--- src/rtl/mem_port_arbiter_if.sv ---
`default_nettype none
// +----------------------------------------------------------------------------+
// | Module      : mem_port_arbiter_if                                          |
// | Description : Bundles the IF requester, MEM requester and single-port      |
// |               memory signals shared by mem_port_arbiter and its            |
// |               environment.                                                 |
// |               slave  : arbiter side (takes requests, drives memory)        |
// |               master : environment side (requesters + memory model)        |
// | Signals     : if_req/if_addr/if_gnt/if_rvalid/if_rdata      IF port        |
// |               mem_req/mem_we/mem_addr/mem_wdata/mem_gnt/                   |
// |               mem_rvalid/mem_rdata                          MEM port       |
// |               m_addr/m_wdata/m_re/m_we/m_rdata              memory         |
// |               misalign/busy                                 status         |
// | Revision    : 1.0 - initial release                                        |
// +----------------------------------------------------------------------------+
interface mem_port_arbiter_if #(
    parameter int AW = 32,
    parameter int DW = 32
);
    logic          if_req;
    logic [AW-1:0] if_addr;
    logic          if_gnt;
    logic          if_rvalid;
    logic [DW-1:0] if_rdata;

    logic          mem_req;
    logic          mem_we;
    logic [AW-1:0] mem_addr;
    logic [DW-1:0] mem_wdata;
    logic          mem_gnt;
    logic          mem_rvalid;
    logic [DW-1:0] mem_rdata;

    logic [AW-1:0] m_addr;
    logic [DW-1:0] m_wdata;
    logic          m_re;
    logic          m_we;
    logic [DW-1:0] m_rdata;

    logic          misalign;
    logic          busy;

    modport slave (
        input  if_req, if_addr, mem_req, mem_we, mem_addr, mem_wdata, m_rdata,
        output if_gnt, if_rvalid, if_rdata, mem_gnt, mem_rvalid, mem_rdata,
               m_addr, m_wdata, m_re, m_we, misalign, busy
    );

    modport master (
        output if_req, if_addr, mem_req, mem_we, mem_addr, mem_wdata, m_rdata,
        input  if_gnt, if_rvalid, if_rdata, mem_gnt, mem_rvalid, mem_rdata,
               m_addr, m_wdata, m_re, m_we, misalign, busy
    );
endinterface
`default_nettype wire

--- src/rtl/mem_port_arbiter.sv ---
`default_nettype none
// +----------------------------------------------------------------------------+
// | Module      : mem_port_arbiter                                             |
// | Description : Shares one single-port, byte-addressed, big-endian memory    |
// |               (registered 1-cycle read, posedge write) between IF fetch    |
// |               and the MEM stage. One access at a time:                     |
// |               IDLE -> ISSUE -> IDLE (store) / WAIT -> RESP -> IDLE (load). |
// | Ports       : clk    - clock, posedge                                      |
// |               rst_n  - asynchronous, active-low reset                      |
// |               bus    - mem_port_arbiter_if.slave (requests, memory, status)|
// | Options     : ARB_ROUND_ROBIN_EN - alternate winner on simultaneous        |
// |               requests; undefined gives fixed priority MEM > IF.           |
// | Revision    : 1.0 - initial release                                        |
// +----------------------------------------------------------------------------+
module mem_port_arbiter #(
    parameter int AW = 32,
    parameter int DW = 32
) (
    input  logic               clk,
    input  logic               rst_n,
    mem_port_arbiter_if.slave  bus
);
    typedef enum logic [1:0] {
        S_IDLE  = 2'd0,
        S_ISSUE = 2'd1,
        S_WAIT  = 2'd2,
        S_RESP  = 2'd3
    } state_t;

    state_t        r_state;
    logic          r_owner_mem;
    logic          r_we;
    logic          r_mis;
    logic [AW-1:0] r_addr;
    logic [DW-1:0] r_wdata;
    logic [DW-1:0] r_if_rdata;
    logic [DW-1:0] r_mem_rdata;
    logic          r_m_re;
    logic          r_m_we;
    logic          r_misalign;
    logic          r_if_rvalid;
    logic          r_mem_rvalid;

    logic          w_pick_mem;
    logic          w_grant;
    logic [AW-1:0] w_addr;
    logic          w_we;
    logic          w_mis;

`ifdef ARB_ROUND_ROBIN_EN
    // 1 = MEM was granted last; a tie goes to the other requester.
    logic          r_last_mem;
    assign w_pick_mem = bus.mem_req & (~bus.if_req | ~r_last_mem);
`else
    assign w_pick_mem = bus.mem_req;
`endif

    assign w_grant = (r_state == S_IDLE) & (bus.mem_req | bus.if_req);
    assign w_addr  = w_pick_mem ? bus.mem_addr : bus.if_addr;
    // IF is read-only, so only a MEM winner can produce a store.
    assign w_we    = w_pick_mem & bus.mem_we;
    assign w_mis   = |w_addr[1:0];

    always_ff @(posedge clk or negedge rst_n) begin
        if (!rst_n) begin
            r_state      <= S_IDLE;
            r_owner_mem  <= 1'b0;
            r_we         <= 1'b0;
            r_mis        <= 1'b0;
            r_addr       <= '0;
            r_wdata      <= '0;
            r_if_rdata   <= '0;
            r_mem_rdata  <= '0;
            r_m_re       <= 1'b0;
            r_m_we       <= 1'b0;
            r_misalign   <= 1'b0;
            r_if_rvalid  <= 1'b0;
            r_mem_rvalid <= 1'b0;
`ifdef ARB_ROUND_ROBIN_EN
            r_last_mem   <= 1'b0;
`endif
        end else begin
            case (r_state)
                S_IDLE: begin
                    if (w_grant) begin
                        r_owner_mem <= w_pick_mem;
                        r_we        <= w_we;
                        r_mis       <= w_mis;
                        r_addr      <= w_addr;
                        if (w_pick_mem) begin
                            r_wdata <= bus.mem_wdata;
                        end
                        // Enables are pre-computed here so they are register
                        // outputs during exactly the ISSUE cycle. A misaligned
                        // access never touches the memory.
                        r_m_re      <= ~w_we & ~w_mis;
                        r_m_we      <= w_we & ~w_mis;
                        r_misalign  <= w_mis;
`ifdef ARB_ROUND_ROBIN_EN
                        r_last_mem  <= w_pick_mem;
`endif
                        r_state     <= S_ISSUE;
                    end
                end
                S_ISSUE: begin
                    r_m_re     <= 1'b0;
                    r_m_we     <= 1'b0;
                    r_misalign <= 1'b0;
                    r_state    <= r_we ? S_IDLE : S_WAIT;
                end
                S_WAIT: begin
                    // Memory data from the ISSUE read is valid this cycle.
                    if (r_owner_mem) begin
                        r_mem_rdata  <= r_mis ? '0 : bus.m_rdata;
                        r_mem_rvalid <= 1'b1;
                    end else begin
                        r_if_rdata   <= r_mis ? '0 : bus.m_rdata;
                        r_if_rvalid  <= 1'b1;
                    end
                    r_state <= S_RESP;
                end
                S_RESP: begin
                    r_if_rvalid  <= 1'b0;
                    r_mem_rvalid <= 1'b0;
                    r_state      <= S_IDLE;
                end
                default: begin
                    r_state <= S_IDLE;
                end
            endcase
        end
    end

    assign bus.if_gnt     = w_grant & ~w_pick_mem;
    assign bus.mem_gnt    = w_grant & w_pick_mem;
    assign bus.if_rvalid  = r_if_rvalid;
    assign bus.if_rdata   = r_if_rdata;
    assign bus.mem_rvalid = r_mem_rvalid;
    assign bus.mem_rdata  = r_mem_rdata;
    assign bus.m_addr     = r_addr;
    assign bus.m_wdata    = r_wdata;
    assign bus.m_re       = r_m_re;
    assign bus.m_we       = r_m_we;
    assign bus.misalign   = r_misalign;
    assign bus.busy       = (r_state != S_IDLE);

endmodule
`default_nettype wire

--- src/flat_wrapper.sv ---
// flat-port wrapper written by rule: the top's interface ports become plain ports
module mem_port_arbiter_flat 
#(
    parameter int AW = 32,
    parameter int DW = 32
)
  (clk, rst_n, bus_if_req, bus_if_addr, bus_mem_req, bus_mem_we, bus_mem_addr, bus_mem_wdata, bus_m_rdata, bus_if_gnt, bus_if_rvalid, bus_if_rdata, bus_mem_gnt, bus_mem_rvalid, bus_mem_rdata, bus_m_addr, bus_m_wdata, bus_m_re, bus_m_we, bus_misalign, bus_busy);
  mem_port_arbiter_if #(.AW(AW), .DW(DW)) bus_i ();
  input  logic clk;
  input  logic rst_n;
  input wire logic [$bits(bus_i.if_req)-1:0] bus_if_req;
  input wire logic [$bits(bus_i.if_addr)-1:0] bus_if_addr;
  input wire logic [$bits(bus_i.mem_req)-1:0] bus_mem_req;
  input wire logic [$bits(bus_i.mem_we)-1:0] bus_mem_we;
  input wire logic [$bits(bus_i.mem_addr)-1:0] bus_mem_addr;
  input wire logic [$bits(bus_i.mem_wdata)-1:0] bus_mem_wdata;
  input wire logic [$bits(bus_i.m_rdata)-1:0] bus_m_rdata;
  output wire logic [$bits(bus_i.if_gnt)-1:0] bus_if_gnt;
  output wire logic [$bits(bus_i.if_rvalid)-1:0] bus_if_rvalid;
  output wire logic [$bits(bus_i.if_rdata)-1:0] bus_if_rdata;
  output wire logic [$bits(bus_i.mem_gnt)-1:0] bus_mem_gnt;
  output wire logic [$bits(bus_i.mem_rvalid)-1:0] bus_mem_rvalid;
  output wire logic [$bits(bus_i.mem_rdata)-1:0] bus_mem_rdata;
  output wire logic [$bits(bus_i.m_addr)-1:0] bus_m_addr;
  output wire logic [$bits(bus_i.m_wdata)-1:0] bus_m_wdata;
  output wire logic [$bits(bus_i.m_re)-1:0] bus_m_re;
  output wire logic [$bits(bus_i.m_we)-1:0] bus_m_we;
  output wire logic [$bits(bus_i.misalign)-1:0] bus_misalign;
  output wire logic [$bits(bus_i.busy)-1:0] bus_busy;
  assign bus_i.if_req = bus_if_req;
  assign bus_i.if_addr = bus_if_addr;
  assign bus_i.mem_req = bus_mem_req;
  assign bus_i.mem_we = bus_mem_we;
  assign bus_i.mem_addr = bus_mem_addr;
  assign bus_i.mem_wdata = bus_mem_wdata;
  assign bus_i.m_rdata = bus_m_rdata;
  assign bus_if_gnt = bus_i.if_gnt;
  assign bus_if_rvalid = bus_i.if_rvalid;
  assign bus_if_rdata = bus_i.if_rdata;
  assign bus_mem_gnt = bus_i.mem_gnt;
  assign bus_mem_rvalid = bus_i.mem_rvalid;
  assign bus_mem_rdata = bus_i.mem_rdata;
  assign bus_m_addr = bus_i.m_addr;
  assign bus_m_wdata = bus_i.m_wdata;
  assign bus_m_re = bus_i.m_re;
  assign bus_m_we = bus_i.m_we;
  assign bus_misalign = bus_i.misalign;
  assign bus_busy = bus_i.busy;
  mem_port_arbiter #(.AW(AW), .DW(DW)) u_core (.clk(clk), .rst_n(rst_n), .bus(bus_i));
endmodule
--- config.mk ---
export PLATFORM = sky130hd
export DESIGN_NAME = mem_port_arbiter_flat
export DESIGN_NICKNAME = d
export VERILOG_FILES = /design/src/rtl/mem_port_arbiter_if.sv /design/src/rtl/mem_port_arbiter.sv /design/src/flat_wrapper.sv
export SDC_FILE = /design/constraint.sdc
export NUM_CORES = 1
export LEC_CHECK = 0
export CORE_UTILIZATION = 41
export CTS_CLUSTER_SIZE = 20
export DETAILED_ROUTE_END_ITERATION = 10
export PLACE_DENSITY = 0.8
export SETUP_SLACK_MARGIN = 0.2
export SYNTH_ARGS = -nofsm -noshare
export SYNTH_HDL_FRONTEND = slang
export SYNTH_SLANG_ARGS = --single-unit
--- constraint.sdc ---
create_clock -name clk -period 1.84 [get_ports clk]
set_clock_uncertainty 0.15 [all_clocks]
set_input_delay 0.368 -clock clk [delete_from_list [all_inputs] [get_ports clk]]
set_output_delay 0.368 -clock clk [all_outputs]
set_load 0.05 [all_outputs]
==> results of run 1 <==
layer usage:
layer  up-vias  part of all wire  GRT usage
met5         -                 0          0
li1       2286                 -          -
met2       223              0.53      0.435
met3        32             0.069     0.0590
met4         0             0.022      0.103
met1      2449              0.38      0.276
worst max path at each step:
stage | start | to | depth (start not counted)
after floorplan | register | bus_if_gnt | 6
after global placement | bus_if_req | bus_if_gnt | 4
after detailed placement | bus_if_req | u_core.bus.m_we$_DFFE_PN0P_ | 6
after CTS | register | bus_busy | 3
after global routing | register | bus_if_gnt | 4
final | register | bus_mem_gnt | 3
cells in the mapped netlist (2+ instances only):
cell,instances,share of area
sky130_fd_sc_hd__a21oi_1,5,0.0044
sky130_fd_sc_hd__buf_12,3,0.010
sky130_fd_sc_hd__buf_2,13,0.011
sky130_fd_sc_hd__buf_4,2,0.0026
sky130_fd_sc_hd__buf_6,2,0.0039
sky130_fd_sc_hd__clkbuf_1,15,0.0098
sky130_fd_sc_hd__dfrtp_1,138,0.60
sky130_fd_sc_hd__inv_1,2,0.0013
sky130_fd_sc_hd__mux2_2,6,0.012
sky130_fd_sc_hd__mux2_4,28,0.073
sky130_fd_sc_hd__mux2i_1,32,0.056
sky130_fd_sc_hd__nand2_1,64,0.042
sky130_fd_sc_hd__nand2b_1,33,0.036
sky130_fd_sc_hd__nand3b_1,2,0.0026
sky130_fd_sc_hd__nor2_1,4,0.0026
sky130_fd_sc_hd__nor3_1,2,0.0017
sky130_fd_sc_hd__o21ai_0,97,0.085
sky130_fd_sc_hd__o21ai_1,34,0.030
stage by stage:
stage	power, mW	std cells	hold WS (ps)	setup slack (ps)
4_1_cts	19.2	973	254	-118
6_report	19.6	977	256	-93.2
2_1_floorplan	11.4	493	-77.6	119
3_3_place_gp	14.4	924	126	-55.0
5_1_grt	20.4	977	280	-139
3_5_place_dp	14.6	924	123	-94.0
cells by family after synthesis:
kind of cell	Yosys count
buffers and inverters	37
muxes	66
AOI/OAI and AO/OA	141
and+or+nand+nor	111
DFF	138
cell type report:
| class | count | area (µm²) | area share |
|---|---|---|---|
| timing repair buffer | 309 | 2990 | 0.306 |
| multi-input combinational | 318 | 2430 | 0.249 |
| timing repair inverter | 2 | 15.0 | 0.00154 |
| clock inverter | 7 | 135 | 0.0138 |
| inverter | 2 | 11.3 | 0.00115 |
| sequential | 138 | 3460 | 0.354 |
| tap | 176 | 220 | 0.0226 |
| clock buffer | 25 | 505 | 0.0518 |
cells in the final DEF (no fill, tap or decap), types with 4 or more instances in the layout:
cell type | synthesis | final
sky130_fd_sc_hd__buf_4 | 2 | 151
sky130_fd_sc_hd__dfrtp_1 | 138 | 136
sky130_fd_sc_hd__clkdlybuf4s50_1 | 0 | 130
sky130_fd_sc_hd__o21ai_0 | 97 | 62
sky130_fd_sc_hd__o21ai_1 | 34 | 34
sky130_fd_sc_hd__o21ai_2 | 0 | 34
sky130_fd_sc_hd__nand2b_1 | 33 | 33
sky130_fd_sc_hd__mux2_4 | 28 | 32
sky130_fd_sc_hd__nand2_1 | 64 | 32
sky130_fd_sc_hd__mux2i_1 | 32 | 32
sky130_fd_sc_hd__nand2_4 | 0 | 23
sky130_fd_sc_hd__clkbuf_16 | 0 | 18
sky130_fd_sc_hd__buf_12 | 3 | 12
sky130_fd_sc_hd__nand2_2 | 0 | 9
sky130_fd_sc_hd__buf_16 | 0 | 7
sky130_fd_sc_hd__a21oi_1 | 5 | 5
sky130_fd_sc_hd__clkbuf_8 | 0 | 5
sky130_fd_sc_hd__bufinv_16 | 0 | 4
worst reg2reg max path, cell delays in order (launching register included):
cell	delay, ps
sky130_fd_sc_hd__dfrtp_1	410
sky130_fd_sc_hd__nor2_4	210
sky130_fd_sc_hd__clkinvlp_4	190
sky130_fd_sc_hd__buf_4	170
sky130_fd_sc_hd__buf_6	150
sky130_fd_sc_hd__buf_8	150
sky130_fd_sc_hd__o21ai_2	150
sky130_fd_sc_hd__o21ai_1	80
power groups by stage:
stage / registers [mW] / logic (mW) / clock network (mW)
2_1_floorplan: 8.99 / 2.43 / 0
3_3_place_gp: 5.04 / 9.34 / 0
3_5_place_dp: 5.08 / 9.51 / 0
4_1_cts: 5.11 / 10.4 / 3.70
5_1_grt: 5.32 / 11.3 / 3.85
6_report: 5.18 / 10.8 / 3.64
flip-flops by register name, summed over array words and instances, names as in the netlist, named ones only:
register,cells
u_core.bus.m_we,1
u_core.bus.m_wdata,32
u_core.bus.misalign,1
u_core.bus.mem_rvalid,1
u_core.bus.m_re,1
u_core.r_we,1
u_core.r_owner_mem,1
u_core.bus.if_rdata,32
u_core.bus.mem_rdata,32
u_core.r_state,1
u_core.r_mis,1
u_core.bus.if_rvalid,1
u_core.bus.m_addr,32
repair_timing:
item	4_1_cts	5_1_grt
setup buffers	8	2
cloned	8	2
setup endpoints to repair	79	119
pin swaps	22	8
endpoints found under the hold margin	30	0
gates resized for setup	93	69
hold buffers	1	0
==> results.json, run 1 <==
{
  "part_of_the_power_in_registers": 0.264,
  "ys_dominant_reg_cell": "sky130_fd_sc_hd__dfrtp_1",
  "p_int_mw": 10.6,
  "setup.worst_path.end_class": "output port",
  "critical_path.slowest_cell": "sky130_fd_sc_hd__dfrtp_1",
  "clock_insertion_delay_worst_skew_ps": 410,
  "drt_pass_1_iters": 4,
  "cellLeakagePower_nw": 4.52,
  "ys_types": 29,
  "dp_hpwl_um": 11200,
  "synth_mux_area_frac": 0.141,
  "wl_um": 17600,
  "timing.final.crit_share": 1.05,
  "placedInstanceArea_um2": 8370,
  "setup.worst_path.start_class": "register",
  "initial_utilization": 0.427,
  "critical_path_required_ps": 1320,
  "clockPowerShare": 0.186,
  "netlist_instances": 493,
  "mappedNetlistNets": 626,
  "globalplace.congestion": 0.796,
  "hold_viol": 0,
  "routed-via-count": 4990,
  "initial_antenna_violation_count": 0,
  "violated_checks": "negative setup slack",
  "slowest_delay_ps": 410,
  "grt_max_degree": 65,
  "drive_above_1_share": 0.398,
  "max_clock_freq_ghz": 0.517,
  "antenna_left": 0,
  "grt_setup_unrepaired": "true",
  "comb_power_share": 0.550,
  "critPathBufInv": 1,
  "number_of_buffers_on_the_longest_clock_path": 2,
  "yosysWarnings": 0,
  "final_period_minus_worst_setup_slack_ps": 1930,
  "numCtsBuffers": 17,
  "path_class": "reg2out",
  "synth_compound_area_frac": 0.125,
  "design.portCount": 269,
  "coreArea_um2": 13500,
  "post_synth_xor_area_fraction": 0,
  "powerDensity_nw_per_um2": 2010,
  "buffer_ports.inserted": 268,
  "async_reset_ff_frac": 1.00,
  "grt_remaining_overflow": 0,
  "num_antenna_cells": 0,
  "synthesis.area_um2": 5740,
  "ir_worst_vdd_mv": 1.12,
  "numClockSinks": 138,
  "fin_area_um2": 9760,
  "synth_seq_area_share": 0.602,
  "netSwitchingPower_mw": 8.94,
  "root_buffer": "sky130_fd_sc_hd__clkbuf_16",
  "postLayoutSetupSlackWorst_ps": -93.2,
  "flow.area_growth_from_synthesis_pct": 70.0,
  "status": "finished, violations left",
  "avgRoutedWirePerCell_um": 18.0,
  "die_height_um": 120,
  "post_synthesis_sequential_element_count": 138,
  "kind_of_cell_with_the_highest_combined_delay_on_the_critical_path": "simple AND/OR/NAND/NOR gates",
  "drt_first_iter_violations": 285,
  "path_clk_slew_ps": 50,
  "setup_viol": 3,
  "cp_cell_instances": "nor2_4 > and2_4 > buf_12",
  "vias_per_cell": 5.11,
  "tritoncts": "done",
  "largest_family_of_logic_cells_by_synthesized_area": "multiplexers",
  "worstMarginPinSlew_ps": 516,
  "grt_pass1_wl_um": 26700,
  "fp-row-count": 42,
  "worst-r2r-cell-count": 7,
  "regToRegSetupSlack_ps": 60,
  "report.final.slew_viol_count": 0,
  "postSynthAreaPerCell_um2": 11.6,
  "critical_path_arrival_ps": 1420,
  "post-route-drc-count": 0,
  "timing.critical_path.fanout_max": 4,
  "end_of_the_worst_register_to_register_path": "u_core.bus.m_addr[16]$_DFFE_PN0P_",
  "layout.nets": 921,
  "design.die.area_um2": 14500,
  "synth_edf_count": 0,
  "groute.usage.overall": 0.243,
  "synth_simple_gate_area_frac": 0.0925,
  "timing.hold.worst.class": "in2async",
  "slew_headroom": 0.656,
  "die_w_um": 120,
  "power.share.switching": 0.457,
  "vias_in_the_first_global_route": 5228,
  "layout.filler_cells": 895,
  "max-cap-violations": 0,
  "htreeDepth": 4,
  "setup_total_negative_slack_ps": -261,
  "finish.utilization": 0.725,
  "post_synth_fa_ha_maj_area_fraction": 0
}
Note: power is estimated with default switching activity, not from simulation.
==> run 2, diff against run 1 <==
--- a/config.mk
+++ b/config.mk
@@ -5,6 +5,7 @@
 export SDC_FILE = /design/constraint.sdc
 export NUM_CORES = 1
 export LEC_CHECK = 0
+export CAP_MARGIN = 20
 export CORE_UTILIZATION = 41
 export CTS_CLUSTER_SIZE = 20
 export DETAILED_ROUTE_END_ITERATION = 10
==> results of run 2 <==
Final layout, timing and power as in run 1 (identical DEF).
